--- src/rtl/lut_1596_pkg.sv ---
// Shared constants and state encoding for the lut_1596 preimage scanner.
package lut_1596_pkg;
   localparam int         XW       = 4;
   localparam int         CNT_W    = 5;
   localparam logic [3:0] LAST_IDX = 4'hF;

   typedef enum logic [1:0] {IDLE, SCAN, OUT, DONE} state_e;
endpackage

--- src/rtl/lut_1596_inv_scan_lut.sv ---
// lut_1596: 4-bit input to 1-bit output lookup; y=1 only for x in {4, 8, 10}.
module lut_1596 (
   input  logic [3:0] i_x,
   output logic       o_y
);
   localparam logic [15:0] TBL = 16'h0510;

   assign o_y = TBL[i_x];
endmodule

--- src/rtl/lut_1596_inv_scan.sv ---
// Walks x = 0..15 one per cycle, emits every x with lut_1596(x) == target
// over valid/ready, then pulses done with the number of matches transferred.
module lut_1596_inv_scan
   import lut_1596_pkg::*;
(
   input  logic             clk,
   input  logic             rst,
   input  logic             start_i,
   input  logic             target_i,
   output logic [XW-1:0]    x_o,
   output logic             valid_o,
   input  logic             ready_i,
   output logic             busy_o,
   output logic             done_o,
   output logic [CNT_W-1:0] count_o
);
   state_e             r_state, w_state_nxt;
   logic [XW-1:0]      r_idx, w_idx_nxt;
   logic [XW-1:0]      r_x, w_x_nxt;
   logic               r_valid, w_valid_nxt;
   logic               r_done, w_done_nxt;
   logic [CNT_W-1:0]   r_count, w_count_nxt;
   logic               r_target, w_target_nxt;
   logic               w_y;
   logic               w_last;

   lut_1596 u_lut (
      .i_x (r_idx),
      .o_y (w_y)
   );

   assign w_last = (r_idx == LAST_IDX);

   always_comb begin
      w_state_nxt  = r_state;
      w_idx_nxt    = r_idx;
      w_x_nxt      = r_x;
      w_valid_nxt  = r_valid;
      w_done_nxt   = 1'b0;
      w_count_nxt  = r_count;
      w_target_nxt = r_target;
      unique case (r_state)
         IDLE: begin
            if (start_i) begin
               w_state_nxt  = SCAN;
               w_idx_nxt    = '0;
               w_count_nxt  = '0;
               w_target_nxt = target_i;
            end
         end
         SCAN: begin
            if (w_y == r_target) begin
               w_x_nxt     = r_idx;
               w_valid_nxt = 1'b1;
               w_state_nxt = OUT;
            end else if (w_last) begin
               w_state_nxt = DONE;
               w_done_nxt  = 1'b1;
            end else begin
               w_idx_nxt = r_idx + XW'(1);
            end
         end
         OUT: begin
            // idx still points at the emitted match; advance only after hand-off
            if (ready_i) begin
               w_valid_nxt = 1'b0;
               w_count_nxt = r_count + CNT_W'(1);
               if (w_last) begin
                  w_state_nxt = DONE;
                  w_done_nxt  = 1'b1;
               end else begin
                  w_idx_nxt   = r_idx + XW'(1);
                  w_state_nxt = SCAN;
               end
            end
         end
         DONE: begin
            w_state_nxt = IDLE;
         end
         default: begin
            w_state_nxt = IDLE;
         end
      endcase
   end

   always_ff @(posedge clk) begin
      if (rst) begin
         r_state  <= IDLE;
         r_idx    <= '0;
         r_x      <= '0;
         r_valid  <= 1'b0;
         r_done   <= 1'b0;
         r_count  <= '0;
         r_target <= 1'b0;
      end else begin
         r_state  <= w_state_nxt;
         r_idx    <= w_idx_nxt;
         r_x      <= w_x_nxt;
         r_valid  <= w_valid_nxt;
         r_done   <= w_done_nxt;
         r_count  <= w_count_nxt;
         r_target <= w_target_nxt;
      end
   end

   assign x_o     = r_x;
   assign valid_o = r_valid;
   assign done_o  = r_done;
   assign count_o = r_count;
   assign busy_o  = (r_state != IDLE);
endmodule

--- config.mk ---
export PLATFORM = sky130hd
export DESIGN_NAME = lut_1596_inv_scan
export DESIGN_NICKNAME = d
export VERILOG_FILES = /design/src/rtl/lut_1596_pkg.sv /design/src/rtl/lut_1596_inv_scan_lut.sv /design/src/rtl/lut_1596_inv_scan.sv
export SDC_FILE = /design/constraint.sdc
export NUM_CORES = 1
export LEC_CHECK = 0
export CORE_MARGIN = 1
export CORE_UTILIZATION = 55
export DETAILED_ROUTE_END_ITERATION = 7
export PLACE_DENSITY = 0.93
export SKIP_CTS_REPAIR_TIMING = 1
export SLEW_MARGIN = 20
export SYNTH_ARGS = -nofsm -noshare
export SYNTH_HDL_FRONTEND = slang
export SYNTH_SLANG_ARGS = --single-unit
--- constraint.sdc ---
create_clock -name clk -period 4.4 [get_ports clk]
set_input_delay 0.66 -clock clk [delete_from_list [all_inputs] [get_ports clk]]
set_output_delay 0.66 -clock clk [all_outputs]
set_load 0.05 [all_outputs]
==> results of run 1 <==
[area by class of cell]
class                           instances  share of cell area
Multi-Input combinational cell         88               0.486
Inverter                                5              0.0156
Sequential cell                        19               0.317
Timing Repair Buffer                   16               0.133
Clock buffer                            3              0.0188
Clock inverter                          1             0.00417
Tap cell                               24              0.0250
[sequential cells by signal, indices dropped and copies added (netlist names)]
name,flops
x_o,4
done_o,1
u_lut.o_y,1
r_idx,4
r_target,1
valid_o,1
r_state,2
count_o,5
[logic make-up (layout without fill, tap and decap cells)]
| group | after synthesis | after routing | share of synthesized area |
|---|---|---|---|
| muxes | 1 | 1 | 0.0101 |
| buffers and inverters | 7 | 25 | 0.0266 |
| AOI/OAI and AO/OA | 25 | 25 | 0.185 |
| xor gates and xnor gates | 5 | 5 | 0.0518 |
| adders and majority gates | 8 | 8 | 0.101 |
| and+or+nand+nor | 49 | 49 | 0.241 |
| DFF | 19 | 19 | 0.384 |
[synth_stat cells]
| cell | count |
|---|---|
| sky130_fd_sc_hd__xnor2_1 | 1 |
| sky130_fd_sc_hd__o21bai_1 | 1 |
| sky130_fd_sc_hd__clkbuf_1 | 2 |
| sky130_fd_sc_hd__o211ai_1 | 1 |
| sky130_fd_sc_hd__nor2b_1 | 5 |
| sky130_fd_sc_hd__ha_1 | 8 |
| sky130_fd_sc_hd__a21oi_1 | 10 |
| sky130_fd_sc_hd__nor2_1 | 12 |
| sky130_fd_sc_hd__xnor2_2 | 1 |
| sky130_fd_sc_hd__or3_1 | 1 |
| sky130_fd_sc_hd__nand4_1 | 3 |
| sky130_fd_sc_hd__nand2_1 | 13 |
| sky130_fd_sc_hd__nand3b_1 | 1 |
| sky130_fd_sc_hd__o2bb2ai_1 | 2 |
| sky130_fd_sc_hd__mux2i_1 | 1 |
| sky130_fd_sc_hd__inv_1 | 5 |
| sky130_fd_sc_hd__nand3_1 | 6 |
| sky130_fd_sc_hd__and3_1 | 1 |
| sky130_fd_sc_hd__o32ai_1 | 1 |
| sky130_fd_sc_hd__o22ai_1 | 1 |
| sky130_fd_sc_hd__o21ai_0 | 2 |
| sky130_fd_sc_hd__o21a_1 | 1 |
| sky130_fd_sc_hd__dfxtp_1 | 19 |
| sky130_fd_sc_hd__a31oi_1 | 2 |
| sky130_fd_sc_hd__or2b_1 | 1 |
| sky130_fd_sc_hd__a2111oi_4 | 1 |
| sky130_fd_sc_hd__xor2_1 | 3 |
| sky130_fd_sc_hd__and2_1 | 1 |
| sky130_fd_sc_hd__a311oi_1 | 1 |
| sky130_fd_sc_hd__a221o_1 | 1 |
| sky130_fd_sc_hd__a41oi_1 | 1 |
| sky130_fd_sc_hd__nand2b_1 | 5 |
[tightest hold or removal path, delay by kind of cell (launching register included)]
family	cells	cell delay, ps
AND/OR/NAND/NOR	1	50
flip-flops	1	320
AO/OA/AOI/OAI	1	50
[report_power, final]
part | internal, mW | switching, mW
clock network | 0.0340 | 0.0556
logic | 0.151 | 0.237
registers | 0.198 | 0.0361
total | 0.383 | 0.329
[through the flow]
stage                      util  hold WS (ps)  setup WS [ps]  instances  area (um^2)
after floorplan               -           471           2310        114          990
after global placement    0.735           444           1940        152         1170
after detailed placement  0.735           447           1840        152         1170
after CTS                 0.753           462           1690        156         1200
after global routing      0.753           501           1590        156         1200
final                     0.753           460           1690        156         1200
[how the worst min path moves through the flow]
stage	slack [ps]	from	endpoint
6_report	460	x_o[2]$_SDFFE_PP0P_	x_o[2]$_SDFFE_PP0P_
4_1_cts	460	x_o[2]$_SDFFE_PP0P_	x_o[2]$_SDFFE_PP0P_
2_1_floorplan	470	r_target$_SDFFE_PP0P_	r_target$_SDFFE_PP0P_
3_3_place_gp	440	x_o[2]$_SDFFE_PP0P_	x_o[2]$_SDFFE_PP0P_
5_1_grt	500	x_o[3]$_SDFFE_PP0P_	x_o[3]$_SDFFE_PP0P_
3_5_place_dp	450	x_o[2]$_SDFFE_PP0P_	x_o[2]$_SDFFE_PP0P_
[cells in the final DEF, fill, tap and decap left out, types with 2 or more instances in the layout]
| cell type | synthesis | routed |
|---|---|---|
| sky130_fd_sc_hd__clkbuf_4 | 0 | 3 |
| sky130_fd_sc_hd__clkdlybuf4s50_1 | 0 | 16 |
| sky130_fd_sc_hd__nand3_1 | 6 | 6 |
| sky130_fd_sc_hd__nand2_1 | 13 | 13 |
| sky130_fd_sc_hd__nand4_1 | 3 | 3 |
| sky130_fd_sc_hd__inv_1 | 5 | 5 |
| sky130_fd_sc_hd__dfxtp_1 | 19 | 19 |
| sky130_fd_sc_hd__a21oi_1 | 10 | 10 |
| sky130_fd_sc_hd__ha_1 | 8 | 8 |
| sky130_fd_sc_hd__o21ai_0 | 2 | 2 |
| sky130_fd_sc_hd__a31oi_1 | 2 | 2 |
| sky130_fd_sc_hd__nor2_1 | 12 | 12 |
| sky130_fd_sc_hd__xor2_1 | 3 | 3 |
| sky130_fd_sc_hd__nand2b_1 | 5 | 5 |
| sky130_fd_sc_hd__nor2b_1 | 5 | 5 |
| sky130_fd_sc_hd__o2bb2ai_1 | 2 | 2 |
[routing by layer]
metal	GRT usage	up-vias	wire length (um)
li1	-	430	-
met1	0.291	416	897
met3	0.0367	5	99
met2	0.426	29	1030
met5	0	-	0
met4	0.0970	0	36
==> impl_table.tex, run 1 <==
\begin{tabular}{lr}
\hline
Metric & Value \\
\hline
\multicolumn{2}{l}{\textbf{Status}} \\
\quad Result of the run & finished clean \\
\multicolumn{2}{l}{\textbf{Die}} \\
\quad Overall die height & 44.4 um \\
\quad Die footprint & 1970 um\^{}2 \\
\quad Number of top-level design ports & 17 \\
\quad Placeable Area & 1590 um\^{}2 \\
\quad Die width & 44.4 um \\
\quad Core Rows & 14 \\
\quad Starting density of the core & 0.621 \\
\multicolumn{2}{l}{\textbf{Setup path}} \\
\quad Total buffers and inverters traversed by the critical path & 3 \\
\quad Number of cells traversed by the worst register-to-register path & 7 \\
\quad End point of the critical path & busy\_o \\
\quad Crit Reg-Reg Startpoint & r\_state[0]\$\_SDFFE\_PP0P\_ \\
\quad Beginning of the critical path & r\_state[0]\$\_SDFFE\_PP0P\_ \\
\quad Crit end category & output pin \\
\quad Slowest cell on the critical path & sky130\_fd\_sc\_hd\_\_clkdlybuf4s50\_1 \\
\quad Total stage count of the critical path & 4 \\
\quad Arrival time at the worst endpoint & 2050 ps \\
\quad Critical Path Max Stage Delay & 800 ps \\
\quad Cell type with the highest occurrence count on the critical path & sky130\_fd\_sc\_hd\_\_inv\_1 \\
\quad Cell family contributing the most delay on the critical path & buffers and inverters \\
\quad Terminus of the critical flop-to-flop path & u\_lut.o\_y\$\_DFF\_P\_ \\
\quad Nature of the critical path startpoint & register \\
\quad Register-to-register setup slack & 1990 ps \\
\quad Sequence of cells on the critical path & inv\_1 -> ha\_1 -> inv\_1 -> clkdlybuf4s50\_1 \\
\quad Category of the critical setup timing path & register to output pin \\
\quad Required time of the worst setup path & 3740 ps \\
\quad Crit Path Max Fanout & 7 \\
\multicolumn{2}{l}{\textbf{Clock network}} \\
\quad Clock transition at the registers of the reported paths & 110 ps \\
\quad Total clock buffers created by CTS & 3 \\
\quad Root cell of the clock tree & sky130\_fd\_sc\_hd\_\_clkbuf\_4 \\
\quad Depth of the CTS H-tree & 1 \\
\quad Buffer depth of the longest clock path & 2 \\
\quad Source-to-sink clock delay at the later pin of the worst-skew pair & 300 ps \\
\quad Clock sink count & 19 \\
\quad Clock tree from TritonCTS & yes \\
\multicolumn{2}{l}{\textbf{Timing}} \\
\quad Worst relative slew slack & 0.657 \\
\quad RSZ-0062 raised after global routing & false \\
\quad Time the worst path needs with I/O delays and setup & 2710 ps \\
\quad Slew Limit Fails & 0 \\
\quad Worst-case clock skew & 3.36 ps \\
\quad Final period util & 0.616 \\
\quad Total count of hold-check failures in the final report & 0 \\
\quad Total negative slack for setup checks & 0 ps \\
\quad Actual slew at the worst max-slew pin & 513 ps \\
\quad Setup-failing EPs final & 0 \\
\quad Max frequency & 369 MHz \\
\multicolumn{2}{l}{\textbf{Layout}} \\
\quad Final \#Nets & 146 \\
\quad Fillers & 119 \\
\quad Reg area & 380 um\^{}2 \\
\quad Synthesis-to-finish area growth & 21.2\% \\
\quad Layout cells sized above 1 & 0.0455 \\
\quad Footprint of the multi-input gates & 583 um\^{}2 \\
\quad Ant. Diodes & 0 \\
\multicolumn{2}{l}{\textbf{Drt}} \\
\quad Post-route DRC & 0 \\
\quad Routed wire per std cell & 13.2 um \\
\quad ANT nets after route & 0 \\
\quad Number of iterations in the first detailed-routing pass & 4 \\
\quad Iteration-0 DRC count of the detailed router & 19 \\
\quad DRT Wirelength & 2060 um \\
\quad Vias & 880 \\
\quad Vias per inst & 5.64 \\
\multicolumn{2}{l}{\textbf{GRT}} \\
\quad Global-route congestion overflow total & 0 \\
\quad Vias in the first global route & 793 \\
\quad Antenna violations before repair & 0 \\
\quad Maximum number of pins on one net before global-route repair & 16 \\
\quad Total Routing Usage GR & 0.242 \\
\quad Global-route wire length before repair & 3450 um \\
\multicolumn{2}{l}{\textbf{Pwr}} \\
\quad Worst IR Drop VDD & 481 uV \\
\quad Post-layout power & 712 uW \\
\quad Total power divided by cell area & 593 nW/um\^{}2 \\
\quad Leak & 0.453 nW \\
\multicolumn{2}{l}{\textbf{Logic synthesis}} \\
\quad Share of synthesized area occupied by flip-flops and latches & 0.384 \\
\quad Top area cells in the synthesized netlist & sky130\_fd\_sc\_hd\_\_dfxtp\_1, sky130\_fd\_sc\_hd\_\_ha\_1, sky130\_fd\_sc\_hd\_\_a21oi\_1 \\
\quad Proportion of netlist area held by the largest area contributor & 0.384 \\
\quad Cell accounting for the most synthesized area & sky130\_fd\_sc\_hd\_\_dfxtp\_1 \\
\quad Count of unique library cells instantiated by Yosys & 32 \\
\quad Area of the mapped netlist & 990 um\^{}2 \\
\quad Nets in the synthesized netlist & 127 \\
\quad Cells after Synth & 114 \\
\quad Register bit count reported by yosys & 19 \\
\quad Synth Warn \# & 0 \\
\quad Post-synthesis area per instance & 8.68 um\^{}2 \\
\multicolumn{2}{l}{\textbf{Min path}} \\
\quad HP Class & register to register \\
\quad Depth of the worst hold-timing path & 2 \\
\multicolumn{2}{l}{\textbf{Job}} \\
\quad Number of maximum-capacitance violations & 0 \\
\multicolumn{2}{l}{\textbf{Placement}} \\
\quad Sum of net half-perimeters after detailed placement & 1540 um \\
\quad Routability congestion estimate & 0.917 \\
\quad Buffers on Ports & 16 \\
\hline
\end{tabular}
No activity file was read; power rests on OpenSTA's default activity.
==> inputs of run 2 (changes only) <==
Settings changed: CORE_UTILIZATION 55 to 46, PLACE_DENSITY 0.93 to 0.85.
Clock period 4.4 ns to 2.2 ns, I/O delays scaled along.
==> run 2 against run 1 <==
Clock-buffer cell count grew 1. Critical endpoint is now u_lut.o_y$_DFF_P_. Critical path depth up 3. Sequential share of layout area down 1.3 points. Final area is 4.3% higher. Largest power group unchanged. Via count rose by 4.0%. Flip-flop and latch count stayed put. Register-to-register slack worse by 1900 ps. Die area rose by 19%. Combinational power up 120%. Sequential power up 92%. Largest cell class unchanged. Final cell count is 5.1% higher. Routed wire length rose by 7.0%.
==> impl_table.tex, run 2 (same netlist as run 1, synthesis figures left out) <==
\begin{tabular}{lr}
\hline
Metric & Value \\
\hline
\multicolumn{2}{l}{\textbf{Status}} \\
\quad Result of the run & finished clean \\
\multicolumn{2}{l}{\textbf{Drt}} \\
\quad Number of iterations in the first detailed-routing pass & 4 (unchanged) \\
\quad DRT Wirelength & 2210 um (+7.0\%) \\
\quad Vias & 915 (+4.0\%) \\
\quad ANT nets after route & 0 (unchanged) \\
\quad Post-route DRC & 0 (unchanged) \\
\quad Top Layer Used & met4 \\
\quad Met2 wire length & 1090 um (+5.8\%) \\
\quad Iteration-0 DRC count of the detailed router & 28 (+9) \\
\quad Met1 wire length & 952 um (+6.1\%) \\
\quad Routed wire per std cell & 13.5 um (+1.8\%) \\
\quad Vias per inst & 5.58 (-1.1\%) \\
\quad Sum of met3 wire segment lengths after detailed routing & 120 um (+21\%) \\
\multicolumn{2}{l}{\textbf{Die}} \\
\quad Core Rows & 16 (+2) \\
\quad Overall die height & 48.4 um (+8.9\%) \\
\quad Placeable Area & 2000 um\^{}2 (+26\%) \\
\quad Starting density of the core & 0.494 (-0.127) \\
\quad Die footprint & 2340 um\^{}2 (+19\%) \\
\quad Number of top-level design ports & 17 (unchanged) \\
\quad Die width & 48.4 um (+8.9\%) \\
\multicolumn{2}{l}{\textbf{Placement}} \\
\quad Sum of net half-perimeters after detailed placement & 1580 um (+3.2\%) \\
\quad Buffers on Ports & 16 (unchanged) \\
\quad Routability congestion estimate & 0.849 (-7.4\%) \\
\multicolumn{2}{l}{\textbf{Layout}} \\
\quad Synthesis-to-finish area growth & 26.4\% \\
\quad Most frequent standard cell in the layout excluding fill and tap cells & sky130\_fd\_sc\_hd\_\_dfxtp\_1 \\
\quad Layout Utilization & 0.625 (-0.128) \\
\quad Final \#Nets & 151 (+3.4\%) \\
\quad Layout cells sized above 1 & 0.102 (+0.0567) \\
\quad Most frequent cells in the layout & sky130\_fd\_sc\_hd\_\_dfxtp\_1, sky130\_fd\_sc\_hd\_\_clkdlybuf4s50\_1, sky130\_fd\_sc\_hd\_\_nand2\_1 \\
\quad Max FFs per register & 5 (unchanged) \\
\quad Ant. Diodes & 0 (unchanged) \\
\multicolumn{2}{l}{\textbf{Timing}} \\
\quad Worst relative slew slack & 0.668 (+0.0104) \\
\quad Total count of hold-check failures in the final report & 0 (unchanged) \\
\quad Worst-case clock skew & 3.70 ps (+0.341 ps) \\
\quad Total negative slack for setup checks & 0 ps (unchanged) \\
\quad Time the worst path needs with I/O delays and setup & 2110 ps \\
\quad Slew Limit Fails & 0 (unchanged) \\
\quad Final period util & 0.960 \\
\quad Max frequency & 474 MHz \\
\quad Actual slew at the worst max-slew pin & 497 ps (-15.6 ps) \\
\quad Setup-failing EPs final & 0 (unchanged) \\
\multicolumn{2}{l}{\textbf{GRT}} \\
\quad Global-route congestion overflow total & 0 (unchanged) \\
\quad Total Routing Usage GR & 0.186 (-0.0556) \\
\quad Global-route wire length before repair & 3320 um (-3.8\%) \\
\quad Vias in the first global route & 779 (-1.8\%) \\
\quad Maximum number of pins on one net before global-route repair & 15 (-1) \\
\quad Antenna violations before repair & 0 (unchanged) \\
\multicolumn{2}{l}{\textbf{Clock network}} \\
\quad Buffer depth of the longest clock path & 2 (unchanged) \\
\quad Clock tree from TritonCTS & yes \\
\quad Depth of the CTS H-tree & 1 (unchanged) \\
\quad Root cell of the clock tree & sky130\_fd\_sc\_hd\_\_clkbuf\_4 \\
\quad Clock sink count & 19 (unchanged) \\
\quad Source-to-sink clock delay at the later pin of the worst-skew pair & 310 ps (about the same) \\
\quad Total clock buffers created by CTS & 3 (unchanged) \\
\quad Clock transition at the registers of the reported paths & 110 ps (about the same) \\
\multicolumn{2}{l}{\textbf{Job}} \\
\quad Number of maximum-capacitance violations & 0 (unchanged) \\
\multicolumn{2}{l}{\textbf{Min path}} \\
\quad HP Class & register to register \\
\multicolumn{2}{l}{\textbf{Pwr}} \\
\quad Total power divided by cell area & 1180 nW/um\^{}2 (+99\%) \\
\quad Leak & 0.474 nW (+4.6\%) \\
\quad Worst IR Drop VDD & 657 uV (+37\%) \\
\quad Post-layout power & 1.48 mW (+110\%) \\
\multicolumn{2}{l}{\textbf{Setup path}} \\
\quad Total buffers and inverters traversed by the critical path & 1 (-2) \\
\quad End point of the critical path & u\_lut.o\_y\$\_DFF\_P\_ \\
\quad Crit end category & register \\
\quad Critical Path Max Stage Delay & 450 ps (-350 ps) \\
\quad Total stage count of the critical path & 7 (+3) \\
\quad Cell family contributing the most delay on the critical path & compound AO/OA/AOI/OAI gates \\
\quad Crit Path Max Fanout & 6 (-1) \\
\quad Number of cells traversed by the worst register-to-register path & 7 (unchanged) \\
\quad Nature of the critical path startpoint & register \\
\quad Required time of the worst setup path & 2420 ps (-1320 ps) \\
\quad Crit Reg-Reg Startpoint & r\_state[1]\$\_SDFFE\_PP0P\_ \\
\quad Slowest cell on the critical path & sky130\_fd\_sc\_hd\_\_a2111oi\_4 \\
\quad Category of the critical setup timing path & register to register \\
\quad Arrival time at the worst endpoint & 2330 ps (+280 ps) \\
\quad Sequence of cells on the critical path & buf\_4 -> ha\_2 -> nor2b\_1 -> a2111oi\_4 -> a41oi\_2 -> or3\_1 -> o32ai\_1 \\
\quad Beginning of the critical path & r\_state[1]\$\_SDFFE\_PP0P\_ \\
\quad Terminus of the critical flop-to-flop path & u\_lut.o\_y\$\_DFF\_P\_ \\
\quad Register-to-register setup slack & 90 ps (-1900 ps) \\
\hline
\end{tabular}
==> run 2: worst min path at each step <==
stage | from | end | slack (ps) | cells after the start
6_report | x_o[3]$_SDFFE_PP0P_ | x_o[3]$_SDFFE_PP0P_ | 470 | 2
5_1_grt | x_o[0]$_SDFFE_PP0P_ | x_o[0]$_SDFFE_PP0P_ | 500 | 2
4_1_cts | x_o[3]$_SDFFE_PP0P_ | x_o[3]$_SDFFE_PP0P_ | 470 | 2
3_5_place_dp | x_o[0]$_SDFFE_PP0P_ | x_o[0]$_SDFFE_PP0P_ | 450 | 2
3_3_place_gp | x_o[0]$_SDFFE_PP0P_ | x_o[0]$_SDFFE_PP0P_ | 440 | 2
2_1_floorplan | r_target$_SDFFE_PP0P_ | r_target$_SDFFE_PP0P_ | 470 | 2
==> run 2: per-stage QoR <==
stage	hold WS [ps]	setup WS (ps)	cell area (um^2)	instances
2_1_floorplan	471	113	990	114
3_3_place_gp	442	60.1	1200	159
3_5_place_dp	451	-14.2	1200	159
4_1_cts	466	89.3	1230	163
5_1_grt	497	-29.3	1250	164
6_report	465	89.0	1250	164
==> run 2: worst register-to-register path, stage by stage, from the launching register on <==
cell and delay, ps:
sky130_fd_sc_hd__dfxtp_1 340, sky130_fd_sc_hd__buf_4 150, sky130_fd_sc_hd__ha_2 180, sky130_fd_sc_hd__nor2b_1 170, sky130_fd_sc_hd__a2111oi_4 450, sky130_fd_sc_hd__a41oi_2 210
sky130_fd_sc_hd__or3_1 400, sky130_fd_sc_hd__o32ai_1 130
==> run 2: routing by layer <==
layer	vias up	GRT usage
met5	-	0
met2	37	0.310
met1	428	0.227
met4	0	0.103
met3	5	0.0314
li1	445	-
==> run 2: layout make-up <==
cell class              count  area, um^2
fillers                   160         751
well taps                  27        33.8
repair buffers             21         195
inverters                   5        18.8
flip-flops and latches     19         380
clock buffers               4        26.3
multi-input cells          88         597
==> run 2: power breakdown <==
group	internal, mW	total [mW]	switching, mW
logic	0.334	0.849	0.515
clock network	0.0709	0.180	0.109
registers	0.396	0.450	0.0538
total	0.800	1.48	0.678
